**src/rtl/csr_seq_pkg.sv**
```systemverilog
// Shared types and constants for the CSR read-modify-write sequencer.
// Holds the FSM state encoding, Zicsr op codes and the fixed FP CSR addresses.
package csr_seq_pkg;

  typedef enum logic [1:0] {
    ST_IDLE  = 2'd0,
    ST_READ  = 2'd1,
    ST_WRITE = 2'd2,
    ST_RESP  = 2'd3
  } state_t;

  localparam logic [1:0] OP_RW = 2'd1;
  localparam logic [1:0] OP_RS = 2'd2;
  localparam logic [1:0] OP_RC = 2'd3;

  localparam logic [11:0] FFLAGS_SEL = 12'h001;
  localparam logic [11:0] FRM_SEL    = 12'h002;
  localparam logic [11:0] FCSR_SEL   = 12'h003;

  // Zicsr reserves the top two address bits == 2'b11 for read-only CSRs.
  function automatic logic is_read_only(input logic [1:0] sel_hi);
    return (sel_hi == 2'b11);
  endfunction

endpackage

```
**src/rtl/csr_rr_arbiter.sv**
```systemverilog
// Two-way round-robin arbiter between core CSR instructions and FPU flag accrual.
// Grants only while enabled; remembers the last winner to alternate under contention.
module csr_rr_arbiter (
  input  logic CLK,
  input  logic RESET,
  input  logic i_enable,
  input  logic i_core_valid,
  input  logic i_fpu_valid,
  output logic o_grant_core,
  output logic o_grant_fpu
);

  logic r_last_fpu;
  logic w_grant_core;
  logic w_grant_fpu;

  // Last grant starts as core, so the FPU wins the first contended cycle.
  assign w_grant_fpu  = i_enable & i_fpu_valid & (~i_core_valid | ~r_last_fpu);
  assign w_grant_core = i_enable & i_core_valid & ~w_grant_fpu;

  always_ff @(posedge CLK or negedge RESET) begin
    if (!RESET) begin
      r_last_fpu <= 1'b0;
    end else if (w_grant_fpu) begin
      r_last_fpu <= 1'b1;
    end else if (w_grant_core) begin
      r_last_fpu <= 1'b0;
    end
  end

  assign o_grant_core = w_grant_core;
  assign o_grant_fpu  = w_grant_fpu;

endmodule

```
**src/rtl/csr_access_sequencer.sv**
```systemverilog
// Atomic read-modify-write sequencer in front of the CSR register file.
// One access in flight: IDLE -> READ -> WRITE -> (RESP for core | IDLE for FPU).
module csr_access_sequencer #(
  parameter int                    CSR_SEL_W  = 12,
  parameter int                    XLEN       = 32,
  parameter logic [CSR_SEL_W-1:0] FFLAGS_SEL = csr_seq_pkg::FFLAGS_SEL
) (
  input  logic                 CLK,
  input  logic                 RESET,
  input  logic                 in_core_req_valid,
  output logic                 out_core_req_ready,
  input  logic [1:0]           in_core_req_op,
  input  logic [CSR_SEL_W-1:0] in_core_req_select,
  input  logic [XLEN-1:0]      in_core_req_operand,
  output logic                 out_core_resp_valid,
  input  logic                 in_core_resp_ready,
  output logic [XLEN-1:0]      out_core_resp_data,
  output logic                 out_core_resp_illegal,
  input  logic                 in_fpu_req_valid,
  output logic                 out_fpu_req_ready,
  input  logic [4:0]           in_fpu_req_flags,
  output logic [CSR_SEL_W-1:0] out_csr_read_select,
  input  logic [XLEN-1:0]      in_csr_read_data,
  output logic                 out_csr_write_enable,
  output logic [CSR_SEL_W-1:0] out_csr_write_select,
  output logic [XLEN-1:0]      out_csr_write_data
);

  import csr_seq_pkg::*;

  state_t               r_state;
  state_t               w_state_nxt;
  logic [1:0]           r_op;
  logic [CSR_SEL_W-1:0] r_sel;
  logic [XLEN-1:0]      r_operand;
  logic                 r_is_fpu;
  logic [XLEN-1:0]      r_old_val;
  logic                 r_illegal;

  logic                 w_arb_enable;
  logic                 w_grant_core;
  logic                 w_grant_fpu;
  logic                 w_write_wanted;
  logic                 w_illegal;
  logic [XLEN-1:0]      w_new_val;

  assign w_arb_enable = RESET & (r_state == ST_IDLE);

  csr_rr_arbiter u_arb (
    .CLK          (CLK),
    .RESET        (RESET),
    .i_enable     (w_arb_enable),
    .i_core_valid (in_core_req_valid),
    .i_fpu_valid  (in_fpu_req_valid),
    .o_grant_core (w_grant_core),
    .o_grant_fpu  (w_grant_fpu)
  );

  assign out_core_req_ready = w_grant_core;
  assign out_fpu_req_ready  = w_grant_fpu;

  // Op 0 is reserved: behaves as a set that never writes.
  assign w_write_wanted = (r_op == OP_RW) | ((r_op != 2'd0) & (r_operand != '0));
  assign w_illegal      = w_write_wanted & is_read_only(r_sel[CSR_SEL_W-1 -: 2]);

  always_comb begin
    w_new_val = r_old_val | r_operand;
    case (r_op)
      OP_RW:   w_new_val = r_operand;
      OP_RC:   w_new_val = r_old_val & ~r_operand;
      default: w_new_val = r_old_val | r_operand;
    endcase
  end

  always_ff @(posedge CLK or negedge RESET) begin
    if (!RESET) begin
      r_state <= ST_IDLE;
    end else begin
      r_state <= w_state_nxt;
    end
  end

  always_comb begin
    w_state_nxt           = r_state;
    out_csr_read_select   = '0;
    out_csr_write_enable  = 1'b0;
    out_csr_write_select  = '0;
    out_csr_write_data    = '0;
    out_core_resp_valid   = 1'b0;
    out_core_resp_data    = '0;
    out_core_resp_illegal = 1'b0;
    case (r_state)
      ST_IDLE: begin
        if (w_grant_core || w_grant_fpu) begin
          w_state_nxt = ST_READ;
        end
      end
      ST_READ: begin
        out_csr_read_select = r_sel;
        w_state_nxt         = ST_WRITE;
      end
      ST_WRITE: begin
        out_csr_write_enable = w_write_wanted & ~w_illegal;
        out_csr_write_select = r_sel;
        out_csr_write_data   = w_new_val;
        w_state_nxt          = r_is_fpu ? ST_IDLE : ST_RESP;
      end
      ST_RESP: begin
        out_core_resp_valid   = 1'b1;
        out_core_resp_data    = r_old_val;
        out_core_resp_illegal = r_illegal;
        if (in_core_resp_ready) begin
          w_state_nxt = ST_IDLE;
        end
      end
      default: w_state_nxt = ST_IDLE;
    endcase
  end

  // FPU accrual is folded into a set of the zero-extended flags on fflags.
  always_ff @(posedge CLK or negedge RESET) begin
    if (!RESET) begin
      r_op      <= 2'd0;
      r_sel     <= '0;
      r_operand <= '0;
      r_is_fpu  <= 1'b0;
      r_old_val <= '0;
      r_illegal <= 1'b0;
    end else begin
      if (w_grant_fpu) begin
        r_op      <= OP_RS;
        r_sel     <= FFLAGS_SEL;
        r_operand <= {{(XLEN-5){1'b0}}, in_fpu_req_flags};
        r_is_fpu  <= 1'b1;
      end else if (w_grant_core) begin
        r_op      <= in_core_req_op;
        r_sel     <= in_core_req_select;
        r_operand <= in_core_req_operand;
        r_is_fpu  <= 1'b0;
      end
      if (r_state == ST_READ) begin
        r_old_val <= in_csr_read_data;
      end
      if (r_state == ST_WRITE) begin
        r_illegal <= w_illegal;
      end
    end
  end

endmodule

```
**config.mk**
```make
export PLATFORM = sky130hd
export DESIGN_NAME = csr_access_sequencer
export DESIGN_NICKNAME = d
export VERILOG_FILES = /design/src/rtl/csr_seq_pkg.sv /design/src/rtl/csr_rr_arbiter.sv /design/src/rtl/csr_access_sequencer.sv
export SDC_FILE = /design/constraint.sdc
export NUM_CORES = 1
export LEC_CHECK = 0
export ABC_AREA = 1
export CAP_MARGIN = 20
export CORE_MARGIN = 2
export CORE_UTILIZATION = 46
export DETAILED_ROUTE_END_ITERATION = 8
export GPL_TIMING_DRIVEN = 0
export PLACE_DENSITY_LB_ADDON = 0.1
export SYNTH_ARGS = -nofsm -noshare
export SYNTH_HDL_FRONTEND = slang
export SYNTH_HIERARCHICAL = 1
export SYNTH_SLANG_ARGS = --single-unit
```
**constraint.sdc**
```tcl
create_clock -name CLK -period 2.8 [get_ports CLK]
set_clock_uncertainty 0.2 [all_clocks]
set_input_delay 0.56 -clock CLK [delete_from_list [all_inputs] [get_ports CLK]]
set_output_delay 0.56 -clock CLK [all_outputs]
set_load 0.01 [all_outputs]
```
# Word-level counts from Yosys, hierarchy flattened
# Cells that the tools add are included.
# classes
n_eq_ne	8
muxes	20
bitwise	17
reduce_logical	6
# ops
cell	n
32-bit two-way mux	4
32-bit case mux with 2 select lines	1
12-bit two-way mux	4
32-bit bitwise AND	1
32-bit NOT	1
32-bit bitwise OR	1
32-bit nonzero test	1
2-bit two-way mux	5
1-bit bitwise AND	8
2-bit equality test (second input constant)	4
2-bit case mux with 4 select lines	1
1-bit two-way mux	5
2-bit by 1-bit equality test with 1-bit output (second input constant)	2
1-bit NOT	4
2-bit nonzero test	2
2-bit logical NOT	1
2-bit by 1-bit inequality test with 1-bit output (second input constant)	1
2-bit inequality test (second input constant)	1
1-bit bitwise OR	2
2-bit AND reduction	1
1-bit logical OR	1
# totals
ff_bits	82
in_bits	88
output_inout_bits	93
wordCells	58

# Depth between registers and ports, before layout
# depth
word_depth	9
mapped_depth	12
depth_no_buf	11

# Hierarchy
# Netlist, hierarchy kept.
# modules_own_cells
module	n_inst	cells_each	area_per_inst_um2	seq_area_each_um2
csr_access_sequencer	1	566	4234.1	2052.0
csr_rr_arbiter	1	10	68.8	25.0

# Worst setup path after synthesis
# No wires, ideal clock.
# synth_path
kind	reg-to-reg
startpoint	register r_state[0]
endpoint	register r_sel[10]
setup_time_ps	123
arrival_time_ps	1682
required_ps	2477
setup_slack_ps	795
path_stages_with_launch	13
n_path_buf	1
period_less_slack_ps	2005
path_cell_list	dfrtp_1 or2_2 nor2_1 nand2_1 inv_2 nand2_2 inv_1 inv_2 nand2_2 inv_2 buf_4 nand2_1 o21ai_1
# synth_via
elab_chain_len	7
word_cells_on_any_way	9
cone_classes	mux: 1; bitwise: 6; reduce/logical: 2
# synth_lines
item	line	text
from (decl)	csr_access_sequencer.sv:31	state_t r_state;
from (signal assigned)	csr_access_sequencer.sv:79	r_state <= w_state_nxt;
2-bit logical NOT *	csr_access_sequencer.sv:47	assign w_arb_enable = RESET & (r_state == ST_IDLE);
1-bit bitwise AND *	csr_access_sequencer.sv:47	
net w_arb_enable	csr_access_sequencer.sv:40	logic w_arb_enable;
1-bit bitwise AND * (2 in a row)	csr_rr_arbiter.sv:18	assign w_grant_fpu = i_enable & i_fpu_valid & (~i_core_valid | ~r_last_fpu);
net out_fpu_req_ready	csr_access_sequencer.sv:20	output logic out_fpu_req_ready,
1-bit NOT	csr_rr_arbiter.sv:19	assign w_grant_core = i_enable & i_core_valid & ~w_grant_fpu;
1-bit bitwise AND	csr_rr_arbiter.sv:19	
2-bit nonzero test (no source line)	-	
to (signal assigned)	csr_access_sequencer.sv:137	r_sel <= in_core_req_select;
to (decl)	csr_access_sequencer.sv:34	logic [CSR_SEL_W-1:0] r_sel;
# The timed path passes the listed nets; every way through them passes the cells marked *.
# A chain may end at the register's enable or synchronous reset.

# Worst setup path after layout
# layout_path
startpoint	register r_state[0]
endpoint	output out_csr_write_data[22]
# layout_via
elab_chain_len	2
# layout_lines
item	line	text
2-bit equality test	csr_access_sequencer.sv:92	case (r_state)
32-bit two-way mux	csr_access_sequencer.sv:92	
to (decl)	csr_access_sequencer.sv:26	output logic [XLEN-1:0] out_csr_write_data
# Every way passes these cells.

==> impl_metrics.ini <==
[timing]
period_needed_ns = 2.77
fin_ws_ns = 0.0269
finalSetupViolCount = 0
slew_violations = 0
fin_crit_sh = 0.990
tightest_slew_ns = 0.311
final-hold-violation-count = 0
slew_headroom = 0.792
rsz0062_at_grt = yes
clock.fmax_mhz = 361

[worst_hold_path]
hold_depth = 2
hold_path.class = register to register

[synthesis]
synth-edff-count = 0
yosys_warnings = 6
post-synth-top-count-cell = nor2_1
synth_top_area_frac = 0.483
netlist_top_cells_area = dfrtp_1, nor2_1, inv_1
ys_seq_area_frac = 0.483
synth_cell_types = 20
yosys.area.top_type = dfrtp_1
syn-num-nets = 664
ys_async_sr_fraction = 1.00
avgSynthCellArea_um2 = 7.47
synth_ff_type = dfrtp_1
synthTopCellsByCount = nor2_1, inv_1, dfrtp_1, nand2_1, a21oi_1
syn_inst = 576
syn_area_mm2 = 0.00430
ys_ff_latch = 83

[floorplan]
initial_core_util = 0.470
die_h_um = 101
row_count = 35
boundaryPins = 181
die_w_um = 101
core_area_mm2 = 0.00915
dieArea_mm2 = 0.0101

[placed_design]
gp_congestion = 0.835
portBuffers = 180
hpwlAfterDp_um = 9590
dp_cells = 868
pre_cts_ws_ns = -0.343
place_area_mm2 = 0.00627

[layout]
utilization = 0.724
fin_cells = 888
diodes = 0
drive_gt1_frac = 0.113
stdcell_area_mm2 = 0.00663
final_nets = 861
syn_to_final_growth_pct = 54.0
nFillCells = 763

[clocking]
h-tree-depth = 3
insertion_delay_ns = 0.36
root_buffer = clkbuf_8
clock_sinks = 83
clk_pin_slew_worst_paths_ns = 0.07
cts_tree = built
clock_tree.buffer_depth = 2
numCtsBuffers = 9

[global_routing]
antenna_found_initial = 0
grt_util_all_layers = 0.264
met2_usage = 0.439
use_met1 = 0.352
top_usage_layer = met2
grt_pass1_wl_um = 20800
met3_usage = 0.0617
grt_pass1_vias = 4307
grt_max_degree = 46
grt_overflow = 0

[power_and_ir_drop]
powerDensity_mw_per_mm2 = 944
leakagePower_nw = 3.53
max-vdd-ir-drop_mv = 0.504

[worst_setup_path]
cp_max_fo = 10
end_kind = output port
start_kind = register
required_ns = 2.04
ff2ff_path_depth = 10
critPathKind = register to output port
crit_arrival_ns = 2.01

[routing]
ant_nets = 0
via_per_inst = 4.96
dr.pass1.iters = 4
vias = 4401
wl_per_cell_um = 15.0
drt_iter0_markers = 116
drc = 0
wl_um = 13300

[run]
drv_cap = 0

[status]
status = complete, no violations
## worst max-delay path: stages, from the launching register on
cell,delay [ns]
dfrtp_2,0.46
nor2_4,0.26
buf_6,0.18
o21ai_0,0.08
nor2_1,0.14
clkdlybuf4s50_1,0.55
## logic make-up after synthesis
group                  share of synthesized area
and+or+nand+nor                            0.207
AOI/OAI and AO/OA                          0.192
buffers and inverters                      0.119
DFF                                        0.483
## registers in the layout, summed over array words and instances (netlist names)
register / cells
r_old_val: 32
r_operand: 32
r_sel: 12
r_op: 2
r_state: 2
r_illegal: 1
r_is_fpu: 1
u_arb/r_last_fpu: 1
## final cells by class
| type | count | area (um2) | share of cell area |
|---|---|---|---|
| repair buffers | 186 | 1950 | 0.295 |
| multi-input cells | 376 | 1740 | 0.263 |
| clock buffers | 11 | 141 | 0.0213 |
| plain buffers | 28 | 208 | 0.0314 |
| clock inverters | 4 | 27.5 | 0.00415 |
| inverters | 89 | 338 | 0.0510 |
| well taps | 111 | 139 | 0.0210 |
| flip-flops and latches | 83 | 2080 | 0.314 |
## per-stage QoR
step           hold WS (ns)  setup TNS (ns)  total power, W
6_report              0.300               0         0.00626
5_1_grt               0.351          -0.342         0.00675
4_1_cts               0.296        -0.00304         0.00623
3_5_place_dp          0.278          -0.609         0.00543
3_3_place_gp          0.263         -313.46         0.00533
2_1_floorplan        0.0644               0         0.00401
## metal layers
metal / routed length (um) / up-vias
met2: 6530 / 122
met4: 144 / 0
met1: 5840 / 2094
met3: 818 / 12
met5: 0 / -
li1: - / 2173
## worst paths after layout
| path | from | endpoint | slack, ns |
|---|---|---|---|
| min in group asynchronous | RESET | r_old_val[21]$_DFFE_PN0N_ | 0.73 |
| worst max-delay path | r_state[0]$_DFFE_PN0P_ | out_csr_write_data[22] | 0.03 |
| worst min register to register | r_illegal$_DFFE_PN0P_ | r_illegal$_DFFE_PN0P_ | 0.30 |
| worst min-delay path | r_illegal$_DFFE_PN0P_ | r_illegal$_DFFE_PN0P_ | 0.30 |
| worst max register to register | r_state[0]$_DFFE_PN0P_ | r_operand[3]$_DFFE_PN0P_ | 0.58 |
| max in group asynchronous | RESET | r_old_val[11]$_DFFE_PN0N_ | 1.45 |
## report_power, final
group | total [W] | switching [W] | internal (W)
Clock | 0.000778 | 0.000438 | 0.000340
Combinational | 0.00330 | 0.00183 | 0.00147
Sequential | 0.00218 | 0.000387 | 0.00179
Total | 0.00626 | 0.00266 | 0.00360
## placed cells by master (no fill, tap or decap), types with 2 or more instances in the layout
cell type / count
a21oi_1: 45
a21oi_2: 21
buf_2: 12
buf_4: 8
buf_6: 9
clkbuf_4: 2
clkbuf_8: 10
clkdlybuf4s50_1: 136
clkinvlp_4: 4
dfrtp_1: 82
dlygate4sd2_1: 10
dlymetal6s2s_1: 33
inv_1: 82
inv_2: 6
nand2_1: 71
nand2_2: 5
nand3_1: 2
nor2_1: 145
nor2_2: 2
nor2_4: 2
o211ai_1: 6
o21ai_0: 45
o21ai_1: 28
## repair_timing
| item | 4_1_cts | 5_1_grt |
|---|---|---|
| hold endpoints to repair | 38 | 0 |
| resized for setup | 22 | 53 |
| gates cloned | 0 | 2 |
| buffers inserted | 0 | 2 |
| setup endpoints to repair | 52 | 59 |
| hold buffers | 2 | 0 |
No activity file was read; power rests on OpenSTA's default activity.
